<file path="src/rtl/tomasulo_pkg.sv">
// Shared definitions for the Tomasulo result path: solution field layout and
// the encoding used to tag which execution unit produced a CDB broadcast.
package tomasulo_pkg;

  localparam int SOL_W   = 23;
  localparam int DEST_HI = 22;
  localparam int DEST_LO = 19;
  localparam int TAG_HI  = 18;
  localparam int TAG_LO  = 16;
  localparam int VAL_HI  = 15;
  localparam int VAL_LO  = 0;

  typedef logic [SOL_W-1:0] solution_t;

  typedef enum logic {
    SRC_ALU = 1'b0,
    SRC_MEM = 1'b1
  } src_e;

endpackage

</file>
<file path="src/rtl/cdb_arbiter_if.sv">
// Result/CDB bundle between the execution units, the arbiter and the CDB consumers.
interface cdb_arbiter_if;
  import tomasulo_pkg::*;

  logic      alu_done;
  solution_t alu_solution;
  logic      mem_done;
  solution_t mem_solution;
  logic      alu_full;
  logic      mem_full;
  logic      cdb_done;
  solution_t cdb_solution;
  src_e      cdb_source;
  logic      overflow;

  modport master (
    output alu_done, alu_solution, mem_done, mem_solution,
    input  alu_full, mem_full, cdb_done, cdb_solution, cdb_source, overflow
  );

  modport slave (
    input  alu_done, alu_solution, mem_done, mem_solution,
    output alu_full, mem_full, cdb_done, cdb_solution, cdb_source, overflow
  );

endinterface

</file>
<file path="src/rtl/result_fifo.sv">
// Per-source result buffer. Fullness comes from the registered count, so a pop
// in the same cycle never makes room for a push into a full FIFO.
module result_fifo #(
  parameter int DEPTH = 4,
  parameter int SOL_W = 23
) (
  input  logic             clock,
  input  logic             reset,
  input  logic             push,
  input  logic [SOL_W-1:0] data_in,
  input  logic             pop,
  output logic [SOL_W-1:0] head,
  output logic             empty,
  output logic             full,
  output logic             overflow_pulse
);

  localparam int PTR_W = $clog2(DEPTH);
  localparam int CNT_W = PTR_W + 1;

  logic [SOL_W-1:0] mem [DEPTH];
  logic [PTR_W-1:0] wr_ptr;
  logic [PTR_W-1:0] rd_ptr;
  logic [CNT_W-1:0] count;
  logic             push_ok;
  logic             pop_ok;

  assign empty          = (count == '0);
  assign full           = (count == CNT_W'(DEPTH));
  assign push_ok        = push && !full;
  assign pop_ok         = pop && !empty;
  assign overflow_pulse = push && full;
  assign head           = mem[rd_ptr];

  // NOTE: storage is deliberately left out of reset; the count alone decides
  // which entries are meaningful, and an unreset array maps onto plain RAM.
  always_ff @(posedge clock) begin
    if (push_ok) mem[wr_ptr] <= data_in;
  end

  // NOTE: state registers use non-blocking assignments so every register
  // samples the pre-edge values, independent of statement order.
  always_ff @(posedge clock or negedge reset) begin
    if (!reset) begin
      wr_ptr <= '0;
      rd_ptr <= '0;
      count  <= '0;
    end else begin
      // Power-of-two depth: pointer overflow is the modulo-DEPTH wrap.
      if (push_ok) wr_ptr <= wr_ptr + PTR_W'(1);
      if (pop_ok)  rd_ptr <= rd_ptr + PTR_W'(1);
      case ({push_ok, pop_ok})
        2'b10:   count <= count + CNT_W'(1);
        2'b01:   count <= count - CNT_W'(1);
        default: ;
      endcase
    end
  end

endmodule

</file>
<file path="src/rtl/cdb_arbiter.sv">
// Common-data-bus arbiter: buffers ALU and memory results and broadcasts one per
// cycle, round-robin between sources when both have work pending.
module cdb_arbiter
  import tomasulo_pkg::*;
#(
  parameter int DEPTH = 4
) (
  input  logic          clock,
  input  logic          reset,
  cdb_arbiter_if.slave  bus
);

  solution_t alu_head;
  solution_t mem_head;
  logic      alu_empty;
  logic      mem_empty;
  logic      alu_full;
  logic      mem_full;
  logic      alu_ovf;
  logic      mem_ovf;
  logic      alu_pop;
  logic      mem_pop;

  logic      grant_valid;
  src_e      grant_src;
  src_e      last_grant;
  src_e      last_grant_nxt;

  logic      cdb_done_q;
  solution_t cdb_solution_q;
  solution_t cdb_solution_nxt;
  src_e      cdb_source_q;
  src_e      cdb_source_nxt;
  logic      overflow_q;

  result_fifo #(.DEPTH(DEPTH), .SOL_W(SOL_W)) u_alu_fifo (
    .clock          (clock),
    .reset          (reset),
    .push           (bus.alu_done),
    .data_in        (bus.alu_solution),
    .pop            (alu_pop),
    .head           (alu_head),
    .empty          (alu_empty),
    .full           (alu_full),
    .overflow_pulse (alu_ovf)
  );

  result_fifo #(.DEPTH(DEPTH), .SOL_W(SOL_W)) u_mem_fifo (
    .clock          (clock),
    .reset          (reset),
    .push           (bus.mem_done),
    .data_in        (bus.mem_solution),
    .pop            (mem_pop),
    .head           (mem_head),
    .empty          (mem_empty),
    .full           (mem_full),
    .overflow_pulse (mem_ovf)
  );

  // NOTE: every output of this block gets a default first, so no path leaves
  // a signal unassigned and no latch is inferred.
  always_comb begin
    grant_valid      = 1'b0;
    grant_src        = SRC_ALU;
    last_grant_nxt   = last_grant;
    cdb_solution_nxt = cdb_solution_q;
    cdb_source_nxt   = cdb_source_q;

    if (!alu_empty && !mem_empty) begin
      grant_valid = 1'b1;
      grant_src   = (last_grant == SRC_ALU) ? SRC_MEM : SRC_ALU;
    end else if (!alu_empty) begin
      grant_valid = 1'b1;
      grant_src   = SRC_ALU;
    end else if (!mem_empty) begin
      grant_valid = 1'b1;
      grant_src   = SRC_MEM;
    end

    alu_pop = grant_valid && (grant_src == SRC_ALU);
    mem_pop = grant_valid && (grant_src == SRC_MEM);

    if (grant_valid) begin
      last_grant_nxt   = grant_src;
      cdb_source_nxt   = grant_src;
      cdb_solution_nxt = (grant_src == SRC_MEM) ? mem_head : alu_head;
    end
  end

  // last_grant resets to memory so the ALU wins the first tie.
  always_ff @(posedge clock or negedge reset) begin
    if (!reset) begin
      last_grant     <= SRC_MEM;
      cdb_done_q     <= 1'b0;
      cdb_solution_q <= '0;
      cdb_source_q   <= SRC_ALU;
      overflow_q     <= 1'b0;
    end else begin
      last_grant     <= last_grant_nxt;
      cdb_done_q     <= grant_valid;
      cdb_solution_q <= cdb_solution_nxt;
      cdb_source_q   <= cdb_source_nxt;
      overflow_q     <= overflow_q | alu_ovf | mem_ovf;
    end
  end

  assign bus.alu_full     = alu_full;
  assign bus.mem_full     = mem_full;
  assign bus.cdb_done     = cdb_done_q;
  assign bus.cdb_solution = cdb_solution_q;
  assign bus.cdb_source   = cdb_source_q;
  assign bus.overflow     = overflow_q;

endmodule

</file>
<file path="src/flat_wrapper.sv">
// flat-port wrapper written by rule: the top's interface ports become plain ports
module cdb_arbiter_flat import tomasulo_pkg::*;
#(
  parameter int DEPTH = 4
)
  (clock, reset, bus_alu_done, bus_alu_solution, bus_mem_done, bus_mem_solution, bus_alu_full, bus_mem_full, bus_cdb_done, bus_cdb_solution, bus_cdb_source, bus_overflow);
  cdb_arbiter_if bus_i ();
  input  logic clock;
  input  logic reset;
  input wire logic [$bits(bus_i.alu_done)-1:0] bus_alu_done;
  input wire logic [$bits(bus_i.alu_solution)-1:0] bus_alu_solution;
  input wire logic [$bits(bus_i.mem_done)-1:0] bus_mem_done;
  input wire logic [$bits(bus_i.mem_solution)-1:0] bus_mem_solution;
  output wire logic [$bits(bus_i.alu_full)-1:0] bus_alu_full;
  output wire logic [$bits(bus_i.mem_full)-1:0] bus_mem_full;
  output wire logic [$bits(bus_i.cdb_done)-1:0] bus_cdb_done;
  output wire logic [$bits(bus_i.cdb_solution)-1:0] bus_cdb_solution;
  output wire logic [$bits(bus_i.cdb_source)-1:0] bus_cdb_source;
  output wire logic [$bits(bus_i.overflow)-1:0] bus_overflow;
  assign bus_i.alu_done = bus_alu_done;
  assign bus_i.alu_solution = bus_alu_solution;
  assign bus_i.mem_done = bus_mem_done;
  assign bus_i.mem_solution = bus_mem_solution;
  assign bus_alu_full = bus_i.alu_full;
  assign bus_mem_full = bus_i.mem_full;
  assign bus_cdb_done = bus_i.cdb_done;
  assign bus_cdb_solution = bus_i.cdb_solution;
  assign bus_cdb_source = bus_i.cdb_source;
  assign bus_overflow = bus_i.overflow;
  cdb_arbiter #(.DEPTH(DEPTH)) u_core (.clock(clock), .reset(reset), .bus(bus_i));
endmodule
</file>
<file path="config.mk">
export PLATFORM = sky130hd
export DESIGN_NAME = cdb_arbiter_flat
export DESIGN_NICKNAME = d
export VERILOG_FILES = /design/src/rtl/tomasulo_pkg.sv /design/src/rtl/cdb_arbiter_if.sv /design/src/rtl/result_fifo.sv /design/src/rtl/cdb_arbiter.sv /design/src/flat_wrapper.sv
export SDC_FILE = /design/constraint.sdc
export NUM_CORES = 1
export LEC_CHECK = 0
export CELL_PAD_IN_SITES_DETAIL_PLACEMENT = 1
export CELL_PAD_IN_SITES_GLOBAL_PLACEMENT = 2
export CORE_AREA = 5 5 137 139
export CTS_CLUSTER_SIZE = 10
export DETAILED_ROUTE_END_ITERATION = 10
export DIE_AREA = 0 0 142 144
export DONT_BUFFER_PORTS = 1
export PLACE_DENSITY_LB_ADDON = 0.1
export SLEW_MARGIN = 15
export SYNTH_ARGS = -nofsm -noshare
export SYNTH_HDL_FRONTEND = slang
export SYNTH_HIERARCHICAL = 1
export SYNTH_SLANG_ARGS = --single-unit
</file>
<file path="constraint.sdc">
create_clock -name clock -period 6.3 [get_ports clock]
set_clock_uncertainty 0.1 [all_clocks]
set_input_delay 0.63 -clock clock [delete_from_list [all_inputs] [get_ports clock]]
set_output_delay 0.63 -clock clock [all_outputs]
set_load 0.01 [all_outputs]
</file>
==> results of run 1 <==
## sequential cells by signal (all words and copies together), names as in the netlist
register	count
u_core/bus.cdb_done	1
u_core/bus.cdb_solution	23
u_core/bus.cdb_source	1
u_core/bus.overflow	1
u_core/last_grant	1
u_core/u_alu_fifo/count	3
u_core/u_alu_fifo/mem	92
u_core/u_alu_fifo/rd_ptr	2
u_core/u_alu_fifo/wr_ptr	2
u_core/u_mem_fifo/count	3
u_core/u_mem_fifo/mem	92
u_core/u_mem_fifo/rd_ptr	2
u_core/u_mem_fifo/wr_ptr	2
## worst min-delay path by stage
stage,to,slack (ns),cells past startpoint
after floorplan,u_core/bus.cdb_done$_DFF_PN0_,0.23,0
after global placement,u_core/bus.overflow$_DFF_PN0_,0.24,0
after detailed placement,u_core/bus.overflow$_DFF_PN0_,0.24,0
after CTS,u_core/u_alu_fifo/mem[1][4]$_DFFE_PP_,0.09,0
after global routing,u_core/u_alu_fifo/mem[2][12]$_DFFE_PP_,0.08,0
final,u_core/u_alu_fifo/mem[1][11]$_DFFE_PP_,0.11,0
## routing by layer
layer | share of wire, % | vias to the layer above
met3 | 8.1 | 29
met2 | 51 | 95
met5 | 0 | -
li1 | - | 1783
met4 | 2.0 | 0
met1 | 38 | 2120
## kinds of logic after synthesis
| family | after synthesis |
|---|---|
| AND/OR/NAND/NOR | 51 |
| XOR/XNOR | 12 |
| flip-flops | 225 |
| AO/OA/AOI/OAI | 26 |
| multiplexers | 73 |
| buffers and inverters | 36 |
| adder cells (fa/ha/maj) | 12 |
## power by group
part / total (mW) / switching, mW / internal (mW)
clock: 1.36 / 0.535 / 0.820
combinational: 1.48 / 0.756 / 0.727
sequential: 2.33 / 0.301 / 2.03
total: 5.17 / 1.59 / 3.57
## synthesized netlist by cell type
| cell type | number |
|---|---|
| a21o_1 | 1 |
| and2_1 | 10 |
| buf_12 | 4 |
| buf_2 | 8 |
| buf_4 | 1 |
| buf_6 | 6 |
| clkbuf_1 | 4 |
| dfrtp_1 | 40 |
| dfstp_2 | 1 |
| edfxtp_1 | 184 |
| fa_1 | 2 |
| ha_1 | 10 |
| inv_1 | 13 |
| mux2_4 | 2 |
| mux2i_1 | 25 |
| mux4_1 | 10 |
| mux4_2 | 36 |
| nand2_1 | 28 |
| nand2b_1 | 1 |
| nand2b_4 | 1 |
| nor2_1 | 4 |
| nor2b_4 | 2 |
| nor3_1 | 2 |
| nor3b_4 | 2 |
| o221a_1 | 18 |
| o221a_2 | 5 |
| o31a_1 | 2 |
| or3_1 | 1 |
| xnor2_1 | 6 |
| xor2_1 | 6 |
## final cells by class
cell class | instances | area [um2] | area share (%)
sequential | 225 | 6550 | 65.5
inverter | 13 | 48.8 | 0.488
multi-input combinational | 174 | 2200 | 22.0
clock buffer | 48 | 776 | 7.76
timing repair buffer | 15 | 135 | 1.35
tap | 229 | 287 | 2.87
==> results.md, run 1 <==
* Hold Violations, Final at 0
* Peak supply drop at 0.303 mV
* Die Span X at 142 um
* Reg2Reg Launch Point: u_core/u_alu_fifo/count[0]$_DFFE_PN0P_
* Pre-CTS setup slack at 3.23 ns
* ANT nets after route at 0
* Critical Path Stages at 12
* Worst endpoint required time at 6.63 ns
* Minimum clock period at 3.09 ns
* Area share of the largest cell type after synthesis at 61.4%
* Crit path cell chain: nor3_2 -> buf_4 -> nand2b_4 -> nand2b_1 -> inv_1 -> o31a_1 -> ha_1 -> inv_1 -> fa_1 -> xor2_1 -> nor2_1 -> xor2_1
* Most frequent cells in the layout: edfxtp_1, dfrtp_1, mux4_2
* Critical path arrival at 3.42 ns
* GRT Total Usage at 17.6%
* Post-layout util at 57.0%
* WL per Instance at 24.8 um
* Power per cell area at 516 mW/mm2
* HPWL after DPL at 11.2 mm
* Vias in the first global route at 4482
* Clock transition at the registers of the reported paths at 0.06 ns
* CTS H-Tree Depth at 1
* Largest family of logic cells by synthesized area: multiplexers
* Sink Count at 225
* Total power at 5.17 mW
* Setup Viol. Count Final at 0
* Share of layout cells above drive strength 1 at 19.6%
* DIE AREA at 0.0204 mm2
* Synth Cell Area at 0.00900 mm2
* Syn Nets at 497
* Total negative slack at 0 ns
* Filler-free cell count of the finished design at 704
* Vias per cell at 5.72
* R2R setup slack at 3.21 ns
* Class of the most critical setup path: register to register
* Vias after detailed routing at 4027
* Synthesized-area fraction occupied by adder cells at 1.83%
* Largest net degree at the start of global routing at 42
* Fill cells at 1520
* Synth top area cells: edfxtp_1, dfrtp_1, mux4_2, mux4_1, mux2i_1
* Post-DP Area at 0.00919 mm2
* Setup Buffers After CTS at 0
* Worst setup endpoint: u_core/u_mem_fifo/count[2]$_DFFE_PN0P_
* GR Util met2 at 30.3%
* Worst-margin pin slew at 1.17 ns
* Synth-to-Final Area Change at 11.1%
* Result of the run: finished, final reports clean
* Crit end category: register
* Mux cell area share after synthesis at 15.0%
* Drt initial violations at 171
* CTS tree: built
* Post-Synth Simple-Gate Area at 3.15%
* Skew-Pair Late Insertion Delay at 0.51 ns
* Post-Synthesis Cells at 435
* Leakage at 3.40 nW
* Initial antenna violation count at 0
* Gpl congestion at 0.747
* Sequential area share after synthesis at 72.8%
* # resized after CTS at 0
* Delay-heaviest family, CP: simple AND/OR/NAND/NOR gates
* Mean post-synth cell area at 20.7 um2
* First-pass DRT Iterations at 4
* R2r worst-path depth at 12
* Hold_sp: bus_alu_solution[11]
* Slowest stage delay, CP at 0.45 ns
* Worst rel slew slack at 21.7%
* Post-route setup slack at 3.21 ns
* Nets at 517
* Hold Path Class: input port to register
* Fin. max-slew vios at 0
* Reg2Reg Capture Point: u_core/u_mem_fifo/count[2]$_DFFE_PN0P_
* Crit path from: u_core/u_alu_fifo/count[0]$_DFFE_PN0P_
* CP Buf/Inv Count at 3
* Synth Area in Compound Gates at 3.15%
* Grt ovf at 0
* Synthesis warning total at 6
* Flops & latches, synth at 225
* IO Pins at 78
* WHS at 0.109 ns
* CTS Buffer Depth at 3
* # rows at 49
* RSZ-0062 raised after global routing: no
* Post-synthesis xor/xnor area fraction at 1.17%
* Cts hold-fix bufs at 2
* CP Launch Type: register
* Post-route cell area at 0.0100 mm2
* DRC errors left at 0
* Clock Root Buffer: clkbuf_16
* WL final at 17.4 mm
* Fmax at 324 MHz
* Gr busiest metal: met2
* Number of distinct library cells after synthesis at 30
* MaxCap Viol Count at 0
* Area leader, netlist: edfxtp_1
* Initial Util at 51.3%
* Commonest non-fill, non-tap cell in the layout: edfxtp_1
* Crit path max fanout at 28
* Antenna diode count at 0
* First-pass GRT wire length at 26.9 mm
* PortBufs at 0
* GR Util met1 at 20.9%
* GR Util met3 at 6.51%
* DIE HEIGHT at 144 um
* TritonCTS Buffers at 26
* Core area at 0.0175 mm2
* Crit share post-route at 49.0%
* Placed cells at 654
* CP max-delay cell: dfrtp_1
Power figures use the tool's default switching activity.
==> inputs of run 2 (changes only) <==
Settings changed: CORE_AREA 5 5 137 139 to 5 5 150 152, DIE_AREA 0 0 142 144 to 0 0 155 157.
Clock period 6.3 ns to 2.7 ns, I/O delays scaled along.
==> results.md, run 2 (synthesis results as in run 1) <==
* Peak supply drop at 0.622 mV (+110%)
* Antenna diode count at 0 (unchanged)
* Vias in the first global route at 4704 (+5.0%)
* Clock Root Buffer: clkbuf_16
* Leakage at 3.68 nW (+8.3%)
* Worst rel slew slack at 69.7% (+48 points)
* PortBufs at 0 (unchanged)
* Largest net degree at the start of global routing at 42 (unchanged)
* Core area at 0.0209 mm2 (+19%)
* IO Pins at 78 (unchanged)
* DIE HEIGHT at 157 um (+9.0%)
* Power per cell area at 1170 mW/mm2 (+130%)
* HPWL after DPL at 11.6 mm (+3.6%)
* Vias after detailed routing at 4237 (+5.2%)
* Worst-margin pin slew at 0.455 ns (-0.719 ns)
* Minimum clock period at 2.46 ns (-0.625 ns)
* # rows at 53 (+8.2%)
* Crit share post-route at 91.1% (+42 points)
* Critical path arrival at 2.81 ns (-0.61 ns)
* Hold Path Class: input port to async pin
* Placed cells at 705 (+7.8%)
* Filler-free cell count of the finished design at 808 (+15%)
* Crit path max fanout at 4 (-86%)
* Sink Count at 225 (unchanged)
* Commonest non-fill, non-tap cell in the layout: edfxtp_1
* Most frequent cells in the layout: edfxtp_1, dlygate4sd3_1, dfrtp_1
* Crit path from: u_core/u_alu_fifo/count[2]$_DFFE_PN0P_
* MaxCap Viol Count at 0 (unchanged)
* Post-route cell area at 0.0107 mm2 (+7.0%)
* TritonCTS Buffers at 28 (+7.7%)
* CP Buf/Inv Count at 2 (-1)
* Slowest stage delay, CP at 0.44 ns (about the same)
* Result of the run: finished, final reports clean
* ANT nets after route at 0 (unchanged)
* Clock transition at the registers of the reported paths at 0.05 ns (about the same)
* Initial Util at 43.1% (-8.2 points)
* CP max-delay cell: dfrtp_1
* Delay-heaviest family, CP: adder cells
* Fin. max-slew vios at 0 (unchanged)
* Nets at 573 (+11%)
* Synth-to-Final Area Change at 18.9%
* Post-DP Area at 0.00931 mm2 (+1.3%)
* Total negative slack at 0 ns (unchanged)
* Initial antenna violation count at 0 (unchanged)
* Die Span X at 155 um (+9.2%)
* GRT Total Usage at 15.5% (-2.0 points)
* Post-layout util at 51.2% (-5.8 points)
* CP Launch Type: register
* RSZ-0062 raised after global routing: no
* WL per Instance at 22.9 um (-7.4%)
* WHS at 0.185 ns (+0.0762 ns)
* Setup Viol. Count Final at 0 (unchanged)
* Hold Violations, Final at 0 (unchanged)
* WL final at 18.5 mm (+6.3%)
* Crit end category: register
* Grt ovf at 0 (unchanged)
* Vias per cell at 5.24 (-8.3%)
* Share of layout cells above drive strength 1 at 19.7% (+0.12 points)
* Skew-Pair Late Insertion Delay at 0.54 ns (+0.03 ns)
* Crit path cell chain: nor3_4 -> nand2b_4 -> nand2b_1 -> inv_1 -> o31a_1 -> ha_1 -> inv_1 -> fa_1 -> xor2_1 -> nor2_1 -> xor2_1
* First-pass GRT wire length at 28.6 mm (+6.3%)
* DRC errors left at 0 (unchanged)
* Fill cells at 1866 (+23%)
* Pre-CTS setup slack at 0.243 ns (-2.99 ns)
* Worst endpoint required time at 3.05 ns (-3.58 ns)
* Drt initial violations at 195 (+14%)
* Reg2Reg Launch Point: u_core/u_alu_fifo/count[2]$_DFFE_PN0P_
* Class of the most critical setup path: register to register
* Gpl congestion at 0.681 (-8.9%)
* Post-route setup slack at 0.240 ns (-2.98 ns)
* Total power at 12.5 mW (+140%)
* CTS tree: built
* CTS H-Tree Depth at 1 (unchanged)
* First-pass DRT Iterations at 4 (unchanged)
* CTS Buffer Depth at 3 (unchanged)
* DIE AREA at 0.0243 mm2 (+19%)
* Fmax at 406 MHz (+25%)
[run 2: changes by cell type in the layout (fill, tap and decap cells not counted), sizes merged]
cell,change
inv,+1
dlygate4sd3,+49
clkbuf,-1
clkinv,+4
buf,+5
[run 2: final timing paths]
check / to / slack [ns] / cells after the start
setup / recovery: u_core/u_mem_fifo/count[2]$_DFFE_PN0P_ / 0.24 / 11
hold / removal: u_core/u_alu_fifo/count[1]$_DFFE_PN0P_ / 0.19 / 2
setup reg to reg: u_core/u_mem_fifo/count[2]$_DFFE_PN0P_ / 0.24 / 11
hold reg to reg: u_core/last_grant$_DFFE_PN1N_ / 0.44 / 1
max in group asynchronous: u_core/last_grant$_DFFE_PN1N_ / 2.06 / 2
min in group clock: u_core/u_alu_fifo/mem[0][16]$_DFFE_PP_ / 0.33 / 1
[run 2: layout make-up]
type	count	area (um2)	share of cell area [%]
timing repair buffer	69	688	6.43
multi-input combinational	174	2210	20.6
clock buffer	47	812	7.59
sequential	225	6550	61.2
tap	275	344	3.21
clock inverter	5	51.3	0.479
inverter	13	48.8	0.456
[run 2: metal layers]
| metal | share of wire [%] | wire, um | track usage, % |
|---|---|---|---|
| met5 | 0 | 0 | 0 |
| met1 | 39 | 7220 | 18.7 |
| met4 | 1.8 | 342 | 3.36 |
| met2 | 52 | 9690 | 27.5 |
| met3 | 6.9 | 1270 | 4.95 |
[run 2: timing repair]
action                                 4_1_cts  5_1_grt
gates resized for setup                      0        1
endpoints found under the hold margin      230        0
setup buffers                                0        0
setup endpoints to repair                    0        1
hold buffers                                51        0
[run 2: where the power goes]
group	switching (mW)	total [mW]	leakage [nW]	internal [mW]
registers	0.564	5.29	2.15	4.73
logic	2.01	3.83	1.12	1.82
clock network	1.37	3.41	0.415	2.05
total	3.94	12.5	3.68	8.60
==> patch, RTL diff (config.mk and constraints of run 2) <==
Reset style: synchronous (`reset`), changed in 2 clocked blocks.
--- a/src/rtl/result_fifo.sv
+++ b/src/rtl/result_fifo.sv
@@ -40,7 +40,7 @@
 
   // NOTE: state registers use non-blocking assignments so every register
   // samples the pre-edge values, independent of statement order.
-  always_ff @(posedge clock or negedge reset) begin
+  always_ff @(posedge clock) begin
     if (!reset) begin
       wr_ptr <= '0;
       rd_ptr <= '0;
--- a/src/rtl/cdb_arbiter.sv
+++ b/src/rtl/cdb_arbiter.sv
@@ -88,7 +88,7 @@
   end
 
   // last_grant resets to memory so the ALU wins the first tie.
-  always_ff @(posedge clock or negedge reset) begin
+  always_ff @(posedge clock) begin
     if (!reset) begin
       last_grant     <= SRC_MEM;
       cdb_done_q     <= 1'b0;
Function: differs if reset is asserted again (counterexample within 4 cycles, from zero or initial values and one cycle with reset low); with reset held inactive, the same outputs for 4 cycles.
==> patch against run 2 <==
Routed wire length decreased by 5.3%. Worst setup slack got worse by 0.0037 ns. First-iteration DRC count increased by 9.2%. Count of clock-buffer cells in the layout unchanged. Area after synthesis decreased by 2.5%. Cell count increased by 0.62%. Sequential share of layout area increased by 1.0 points. Sequential cell count increased by 4. Total power decreased by 21%. Synthesized cell count increased by 1.6%. Hold slack got worse by 0.13 ns. Final area decreased by 3.5%. Critical endpoint is now u_core/u_mem_fifo/count[2]. Largest cell class unchanged.
==> patch: results <==
[run_status]
status = "complete, no violations"

[synthesis]
yosysUniqueCellTypes = 36
synth-async-reset-ratio = 0
ys_seq_area_frac = 0.732
netlist_top_cells_area = "edfxtp_1, mux4_2, dfxtp_1"
dominantRegCellSynth = "edfxtp_1"
synthTopCellsByCount = "edfxtp_1, mux4_2, dfxtp_1, and2_1, a221o_1"
yosys_warnings = 6
postSynthNetCount = 504
synth-edff-count = 184

[timing]
worst_slew_pin_slew_ns = 1.03
whs_ns = 0.0539

[worst_setup_path]
cpPeakStageDelay_ns = 0.38
cp.arrival_ns = 2.80
cp_top_family = "simple AND/OR/NAND/NOR gates"
cp_slowest_cell = "fa_1"
cp_max_fo = 4

[drt]
drt_iter0_markers = 213
drt_pass1_iterations = 4
drc = 0
wl_per_cell_um = 21.6
via_per_inst = 5.14

[clock_tree]
cts_buffer_depth = 3
htreeDepth = 1
numCtsBuffers = 27
insertion_delay_ns = 0.52
cts-root-buf = "clkbuf_16"

[place]
dp_hpwl_mm = 11.3
port_buffers = 0
gp_congestion = 0.735

[power_and_ir_drop]
power_switching_mw = 2.67
p_leak_nw = 3.40
ir_drop_mv = 0.403

[global_routing]
grt_pass1_wl_mm = 27.0
grt_start_max_net_pins = 25
grt_usage = 0.145
antenna_found_initial = 1
first_global_vias = 4509

[final_layout]
num-fill-cells = 1946
final_nets = 578
drive_above_1_share = 0.209

[worst_hold_path]
worstHoldPathType = "input port to register"
patch: changes by cell type after synthesis, moves of 14 or more:
cell	change
dfrtp_1	-40
a221o_1	+20
and2_1	+27
mux2i_1	-21
o221a_1	-18
nand2_1	-14
dfxtp_1	+45
patch: routing by layer:
metal | global-route usage | wire length (µm) | up-vias
met1 | 0.177 | 7010 | 2134
met2 | 0.247 | 8850 | 99
li1 | - | - | 1919
met3 | 0.0503 | 1310 | 29
met5 | 0 | 0 | -
met4 | 0.0412 | 351 | 0
patch: path summary, 6_finish.rpt:
kind | startpoint | endpoint | depth (start not counted)
max | u_core/u_alu_fifo/count[1] | u_core/u_mem_fifo/count[2] | 10
min | bus_alu_done | u_core/u_alu_fifo/wr_ptr[0] | 2
max reg2reg | u_core/u_alu_fifo/count[1] | u_core/u_mem_fifo/count[2] | 10
min reg2reg | u_core/u_alu_fifo/rd_ptr[1] | register | 2
patch: per-stage QoR:
stage          setup WS, ns   util  area (µm²)  setup TNS [ns]  instances
6_report              0.236  0.494       10300               0        813
3_3_place_gp          0.190  0.433        9050               0        714
5_1_grt            -0.00620  0.494       10300        -0.00620        813
4_1_cts              0.0253  0.493       10300               0        812
3_5_place_dp         0.0878  0.433        9050               0        714
2_1_floorplan         0.102      -        8780               0        442
patch: cell families (layout without fill, tap and decap cells):
family,after synthesis,after routing,share of synthesized area
other,0,1,0
muxes,50,50,0.123
and+or+nand+nor,73,73,0.0530
xor gates and xnor gates,4,4,0.00399
DFF,229,229,0.732
AOI/OAI and AO/OA,42,42,0.0405
buffers and inverters,32,127,0.0288
adders and majority gates,12,12,0.0188
patch: timing repair:
item | CTS | global route
setup buffers | 0 | 0
hold endpoints to repair | 206 | 0
gates resized for setup | 0 | 6
setup endpoints to repair | 0 | 2
hold buffers | 48 | 0
patch: power by group through the flow:
stage,combinational [mW],sequential (mW),clock (mW)
2_1_floorplan,1.76,4.57,0
5_1_grt,2.39,4.67,3.46
6_report,2.16,4.61,3.16
3_5_place_dp,2.15,4.68,0
3_3_place_gp,2.12,4.65,0
4_1_cts,2.25,4.61,3.29
patch: layout make-up:
class                           count  share of cell area
Clock buffer                       47              0.0727
Antenna cell                        1            0.000242
Multi-Input combinational cell    181               0.205
Clock inverter                      3             0.00206
Sequential cell                   229               0.622
Inverter                           12             0.00436
Timing Repair Buffer               65              0.0601
Tap cell                          275              0.0333
